$ cat src/rtl/if_fetch_queue.sv
// if_fetch_queue
// Instruction fetch unit with a small instruction queue in front of decode.
// A fetch PC issues word requests to instruction memory under a credit rule
// (queued entries plus the one possibly in flight never exceed DEPTH), so the
// queue can never overflow. Responses arrive exactly one cycle after each
// grant and are pushed with the address that was granted. A branch redirect
// flushes the queue, drops the response in flight and restarts fetch at the
// target on the following cycle.
//
// Parameters
//   DEPTH     queue depth in entries (power of two, >= 2)
//   RESET_PC  first byte address fetched after reset
// Ports
//   clk, rst                     clock, synchronous active-high reset
//   imem_req/addr/gnt            fetch request handshake to instruction memory
//   imem_rvalid/rdata            fetch response, one cycle after each grant
//   id_valid/instr/pc, id_ready  queue head handshake towards decode
//   br_taken/br_target           one-cycle redirect from execute
//   halt                         level; suppresses new fetches while high
module if_fetch_queue #(
  parameter int          DEPTH    = 4,
  parameter logic [31:0] RESET_PC = 32'h0000_0000
) (
  input  logic        clk,
  input  logic        rst,
  output logic        imem_req,
  output logic [31:0] imem_addr,
  input  logic        imem_gnt,
  input  logic        imem_rvalid,
  input  logic [31:0] imem_rdata,
  output logic        id_valid,
  output logic [31:0] id_instr,
  output logic [31:0] id_pc,
  input  logic        id_ready,
  input  logic        br_taken,
  input  logic [31:0] br_target,
  input  logic        halt
);

  localparam int             PTR_W     = $clog2(DEPTH);
  localparam logic [PTR_W:0] DEPTH_L   = (PTR_W + 1)'(DEPTH);
  localparam logic [31:0]    WORD_MASK = 32'hFFFF_FFFC;

  typedef enum logic [1:0] {
    ST_RUN      = 2'd0,
    ST_STALL    = 2'd1,
    ST_HALT     = 2'd2,
    ST_REDIRECT = 2'd3
  } state_t;

  logic [31:0]    fetch_pc_r;
  logic [31:0]    rsp_pc_r;
  logic           inflight_r;
  logic [PTR_W:0] count_r;
  logic [PTR_W-1:0] rd_ptr_r;
  logic [PTR_W-1:0] wr_ptr_r;
  logic [31:0]    pc_mem_r    [DEPTH];
  logic [31:0]    instr_mem_r [DEPTH];
  state_t         state_r;
  state_t         state_next_s;

  logic [PTR_W:0] credit_used_s;
  logic           grant_s;
  logic           push_s;
  logic           pop_s;
  logic           head_valid_s;

  // Credit: entries already queued plus the response that may land this cycle.
  assign credit_used_s = count_r + {{PTR_W{1'b0}}, inflight_r};
  assign imem_req      = !rst && !halt && !br_taken && (credit_used_s < DEPTH_L);
  assign imem_addr     = fetch_pc_r;
  assign grant_s       = imem_req && imem_gnt;

  // A response is only accepted if it belongs to a grant made last cycle and
  // that grant was not overtaken by a redirect or reset in between.
  assign push_s = imem_rvalid && inflight_r && (state_r != ST_REDIRECT) &&
                  !br_taken && !rst;

  assign head_valid_s = !rst && (count_r != {(PTR_W + 1){1'b0}});
  assign pop_s        = head_valid_s && id_ready && !br_taken;

  assign id_valid = head_valid_s;
  assign id_instr = head_valid_s ? instr_mem_r[rd_ptr_r] : 32'h0000_0000;
  assign id_pc    = head_valid_s ? pc_mem_r[rd_ptr_r]    : 32'h0000_0000;

  // Next fetch state; reset also lands in REDIRECT so a pending word is dropped.
  always_comb begin
    state_next_s = state_r;
    if (rst || br_taken) begin
      state_next_s = ST_REDIRECT;
    end else if (halt) begin
      state_next_s = ST_HALT;
    end else if (grant_s) begin
      state_next_s = ST_RUN;
    end else begin
      state_next_s = ST_STALL;
    end
  end

  // Fetch state register.
  always_ff @(posedge clk) begin
    if (rst) begin
      state_r <= ST_REDIRECT;
    end else begin
      state_r <= state_next_s;
    end
  end

  // Fetch PC, in-flight tracking and queue pointers/occupancy.
  always_ff @(posedge clk) begin
    if (rst) begin
      fetch_pc_r <= RESET_PC & WORD_MASK;
      rsp_pc_r   <= 32'h0000_0000;
      inflight_r <= 1'b0;
      count_r    <= {(PTR_W + 1){1'b0}};
      rd_ptr_r   <= {PTR_W{1'b0}};
      wr_ptr_r   <= {PTR_W{1'b0}};
    end else if (br_taken) begin
      // Flush wins over any coincident push or pop.
      fetch_pc_r <= br_target & WORD_MASK;
      inflight_r <= 1'b0;
      count_r    <= {(PTR_W + 1){1'b0}};
      rd_ptr_r   <= {PTR_W{1'b0}};
      wr_ptr_r   <= {PTR_W{1'b0}};
    end else begin
      inflight_r <= grant_s;
      if (grant_s) begin
        fetch_pc_r <= fetch_pc_r + 32'd4;
        rsp_pc_r   <= fetch_pc_r;
      end
      if (push_s) begin
        wr_ptr_r <= wr_ptr_r + PTR_W'(1'b1);
      end
      if (pop_s) begin
        rd_ptr_r <= rd_ptr_r + PTR_W'(1'b1);
      end
      case ({push_s, pop_s})
        2'b10:   count_r <= count_r + {{PTR_W{1'b0}}, 1'b1};
        2'b01:   count_r <= count_r - {{PTR_W{1'b0}}, 1'b1};
        default: count_r <= count_r;
      endcase
    end
  end

  // Queue storage; contents need no reset because occupancy guards the reads.
  always_ff @(posedge clk) begin
    if (push_s) begin
      pc_mem_r[wr_ptr_r]    <= rsp_pc_r;
      instr_mem_r[wr_ptr_r] <= imem_rdata;
    end
  end

endmodule

$ cat config.mk
export PLATFORM = sky130hd
export DESIGN_NAME = if_fetch_queue
export DESIGN_NICKNAME = d
export VERILOG_FILES = /design/src/rtl/if_fetch_queue.sv
export SDC_FILE = /design/constraint.sdc
export NUM_CORES = 1
export LEC_CHECK = 0
export CORE_ASPECT_RATIO = 1.5
export CORE_MARGIN = 8
export CORE_UTILIZATION = 40
export DETAILED_ROUTE_END_ITERATION = 10
export PLACE_DENSITY = 0.73
export SLEW_MARGIN = 10
export SYNTH_ARGS = -nofsm -noshare
export SYNTH_HDL_FRONTEND = slang
export SYNTH_SLANG_ARGS = --single-unit
export TNS_END_PERCENT = 10
$ cat constraint.sdc
create_clock -name clk -period 3.3 [get_ports clk]
set_clock_uncertainty 0.15 [all_clocks]
set_input_delay 0.66 -clock clk [delete_from_list [all_inputs] [get_ports clk]]
set_output_delay 0.66 -clock clk [all_outputs]
set_load 0.05 [all_outputs]
# Yosys cells after proc, flatten, opt, wreduce, memory -nomap -nowiden
# Memories as Yosys holds them, arrays and structs flattened. A register that Yosys moved wholly into a read port is not among the register bits.
# Cells that the tools add are included.
op_classes:
  n_reduce_logical: 22
  eq_ne: 3
  order_cmp: 1
  n_bitwise: 1
  mux: 13
  add_sub_neg: 6
op_table:
  columns: ["operator", "count"]
  rows:
  - ["$mux W32", 4]
  - ["$add A32 B3 Y32 const B", 1]
  - ["$logic_and A1 B1 Y1", 11]
  - ["$mux W2", 4]
  - ["$pmux W3 S2", 1]
  - ["$add A2 B1 Y2 const B", 2]
  - ["$mux W1", 4]
  - ["$reduce_bool A2 Y1", 2]
  - ["$reduce_or A2 Y1", 2]
  - ["$add A3 B1 Y3", 1]
  - ["$add A3 B1 Y3 const B", 1]
  - ["$logic_not A1 Y1", 3]
  - ["$lt A3 B3 Y1 const B", 1]
  - ["$reduce_bool A3 Y1", 1]
  - ["$reduce_or A3 Y1", 1]
  - ["$sub A3 B1 Y3 const B", 1]
  - ["$eq A2 B1 Y1 const B", 1]
  - ["$eq A2 B2 Y1 const B", 1]
  - ["$ne A2 B2 Y1 const B", 1]
  - ["$reduce_and A2 Y1", 1]
  - ["$logic_or A1 B1 Y1", 1]
  - ["$not A1 Y1", 1]
totals:
  register_bits: 74
  inputBits: 71
  wordCells: 57
  output_inout_bits: 98
  ram_bits: 256
  mem_count: 2
mem_list:
  columns: ["memory", "depth", "width", "rd", "rd_clocked_by_memory_dff", "wr", "line", "source"]
  rows:
  - ["instr_mem_r", 4, 32, 1, 1, 1, "58", "logic [31:0] instr_mem_r [DEPTH];"]
  - ["pc_mem_r", 4, 32, 1, 1, 1, "57", "logic [31:0] pc_mem_r [DEPTH];"]

# Logic depth before layout (Yosys ltp)
logic_depth:
  word_depth: 7
  mapped_depth: 11
  depth_no_buf: 10

# Least setup slack after synthesis
# No wires, ideal clock.
synth_path:
  kind: "input port to flip-flop"
  from: "input rst"
  to: "memory instr_mem_r[1][0], enable pin"
  slack_ps: -285
  t_required_ps: 2724
  n_path_buf: 1
  arrival_ps: 3009
  setup_ps: 426
  cell_stages: 5
  path_cell_list: "buf_2 nor2_1 nand3_1 a21oi_1 and2_1"
synth_between:
  elab_chain_cells: 4
synth_lines:
  columns: ["element", "line", "source"]
  rows:
  - ["start: declaration", "25", "input logic rst,"]
  - ["$logic_not A1 Y1", "77", "!br_taken && !rst;"]
  - ["$logic_and A1 B1 Y1", "77", null]
  - ["$mux W1", "147", "if (push_s) begin"]
  - ["$mux W1 (not written as such)", "149", "instr_mem_r[wr_ptr_r] <= imem_rdata;"]
  - ["end: declaration", "58", null]
# No other way between the ends.

==> metrics.txt <==
kind of critical path register to primary output; DRC Markers 0; core area 31700 sq um; vias in the first global route 8100; Num CTS Buffers 29; yosys warns 0; Finished Core Util 52.8%; max_cap viols 0; starting density of the core 40.6%; Critical Path RT 2.49 ns; fin cells 1448; WHS 0.269 ns; largest net degree at the start of global routing 64; I/O pins 169; most area-hungry cell type in the Yosys netlist edfxtp_1; M1 WL 11700 um; vias per inst 5.26; fin crit share 95.3%; CTS tree built; Final #Nets 1093; Global Route Usage Sum 15.0%; CP max FO 18; top_reg_cell synth edfxtp_1; Synth top area share 57.8%; Pleak 5.41 nW; worst hold path class input pin to register; CTS root buf clkbuf_16; final WL 29000 um; CTS Sinks 320; initial antenna violation count 2; top cells by count, synth edfxtp_1, nand2_1, dfxtp_1; flops & latches, synth 320; post-CTS setup buffers 0; post_cts resized 0; first-pass GRT wire length 45300 um; total grt overflow 0; placed insts 1394; Max H-tree Level 1; Achievable Freq 0.318 GHz; WL/cell 20.0 um; area delta synth->final 30.1%; Max VDD drop 0.322 mV; Met3 Wirelength 1520 um; Avg Inst Size Synth 15.4 sq um; layout cell share with drive strength beyond 1 22.2%; Arr. time, crit path 2.34 ns; endpoints failing hold 0; Die ar. 38300 sq um; ys async rst share 0%; Mapped Area 12900 sq um; status finished, final reports clean; most frequent cell after synthesis edfxtp_1; number of routed nets with antenna violations 0; Distinct cells, synth 63; Setup TNS 0 ns; post-route design area 16700 sq um; Die H 236 um; R2R Path Start imem_addr[9]; Clk Latency, worst-skew pair 0.55 ns; input/output buffers 162; Site Rows 80; drt pass-1 iters 4; worst-margin pin slew 0.601 ns; Seq/Total Area, Yosys 69.0%; Setup-failing EPs final 0; cell count after synthesis 834; dominant cells by area after synthesis edfxtp_1, dfxtp_1, mux4_2; DR iter-0 viols 405; post-detail-place hpwl 19400 um; number of flops mapped to enable cells by yosys 248; vias after detailed routing 7620; Post-DP Area 15900 sq um; max layer used met4; Met2 Routed Length 15000 um; GP Congestion 0.880; max_slew headroom 59.6%; Cell Pwr Density 468 nW/um^2; RSZ-0062 raised after global routing no; Tmin final 3.15 ns; Critical Path Start Type register; hold_buf cts 0; CTS clock-pin slew for the worst setup and hold paths 0.06 ns; CP Capture Type primary output; Die X 162 um; max-slew violations 0; Longest Clk Path Bufs 3; hold path start rst
-- critical path: stages (launching register included) --
cell     delay, ns
dfxtp_4       0.59
buf_12        0.26
mux4_2        0.56
and2_1        0.21
buf_12        0.15
-- placed cells by master (no fill, tap or decap), drive strengths merged, types with 2 or more instances in the layout --
cell type	instances
a211oi	2
a21o	2
a21oi	48
a22oi	5
a31oi	12
a32oi	2
and2	68
and3	4
buf	98
clkbuf	39
clkdlybuf4s50	97
clkinv	9
clkinvlp	3
conb	4
dfxtp	72
edfxtp	248
ha	6
inv	16
mux4	62
nand2	92
nand3	22
nand3b	3
nand4	9
nor2	25
nor3	18
nor4	5
o211ai	9
o21ai	13
o311ai	4
or2	3
or3	10
or4	5
xnor2	5
xor2	5
-- routing by layer --
metal / global-route usage, % / vias to the layer above
li1: - / 3539
met1: 17.6 / 3820
met2: 27.1 / 219
met3: 2.64 / 42
met4: 4.87 / 0
met5: 0 / -
-- worst paths after layout --
check / endpoint / slack (ns) / cells after the start
hold / removal: rsp_pc_r[27] / 0.27 / 2
setup / recovery: id_pc[11] / 0.15 / 4
setup reg to reg: imem_addr[25] / 0.80 / 5
hold reg to reg: rsp_pc_r[14] / 0.35 / 2
-- registers in the layout, indices dropped and copies added (netlist names), named ones only --
signal	cells
wr_ptr_r	2
rd_ptr_r	2
pc_mem_r	120
rsp_pc_r	30
count_r	3
state_r	2
instr_mem_r	128
imem_addr	30
inflight_r	1
-- logic make-up (layout without fill, tap and decap cells) --
logic type	after synthesis	count (layout)	synth area share, %
and+or+nand+nor	268	268	11.4
other	1	5	0.0291
muxes	63	63	10.9
DFF	320	320	69.0
buffers and inverters	62	262	2.19
xor gates and xnor gates	10	10	0.884
AOI/OAI and AO/OA	103	103	4.82
adders and majority gates	7	7	0.739
-- stage by stage --
step | total power (W) | worst slack (ns)
3_3_place_gp | 0.00482 | 0.216
2_1_floorplan | 0.00463 | -0.285
4_1_cts | 0.00792 | 0.0753
6_report | 0.00783 | 0.155
5_1_grt | 0.00807 | 0.0533
3_5_place_dp | 0.00482 | 0.212
-- where the power goes --
group	switching (W)	leakage [nW]	total (W)	internal (W)
logic	0.000198	2.12	0.000349	0.000151
registers	0.0000522	2.87	0.00439	0.00434
clock network	0.00140	0.422	0.00310	0.00169
-- cell type report --
cell class	instances	area (sq um)
multi-input combinational	455	3730
tap	410	513
inverter	14	52.6
antenna	1	2.50
clock inverter	14	78.8
sequential	320	8900
clock buffer	39	795
fill	2572	15000
timing repair buffer	195	2680
Note: power is estimated with default switching activity, not from simulation.
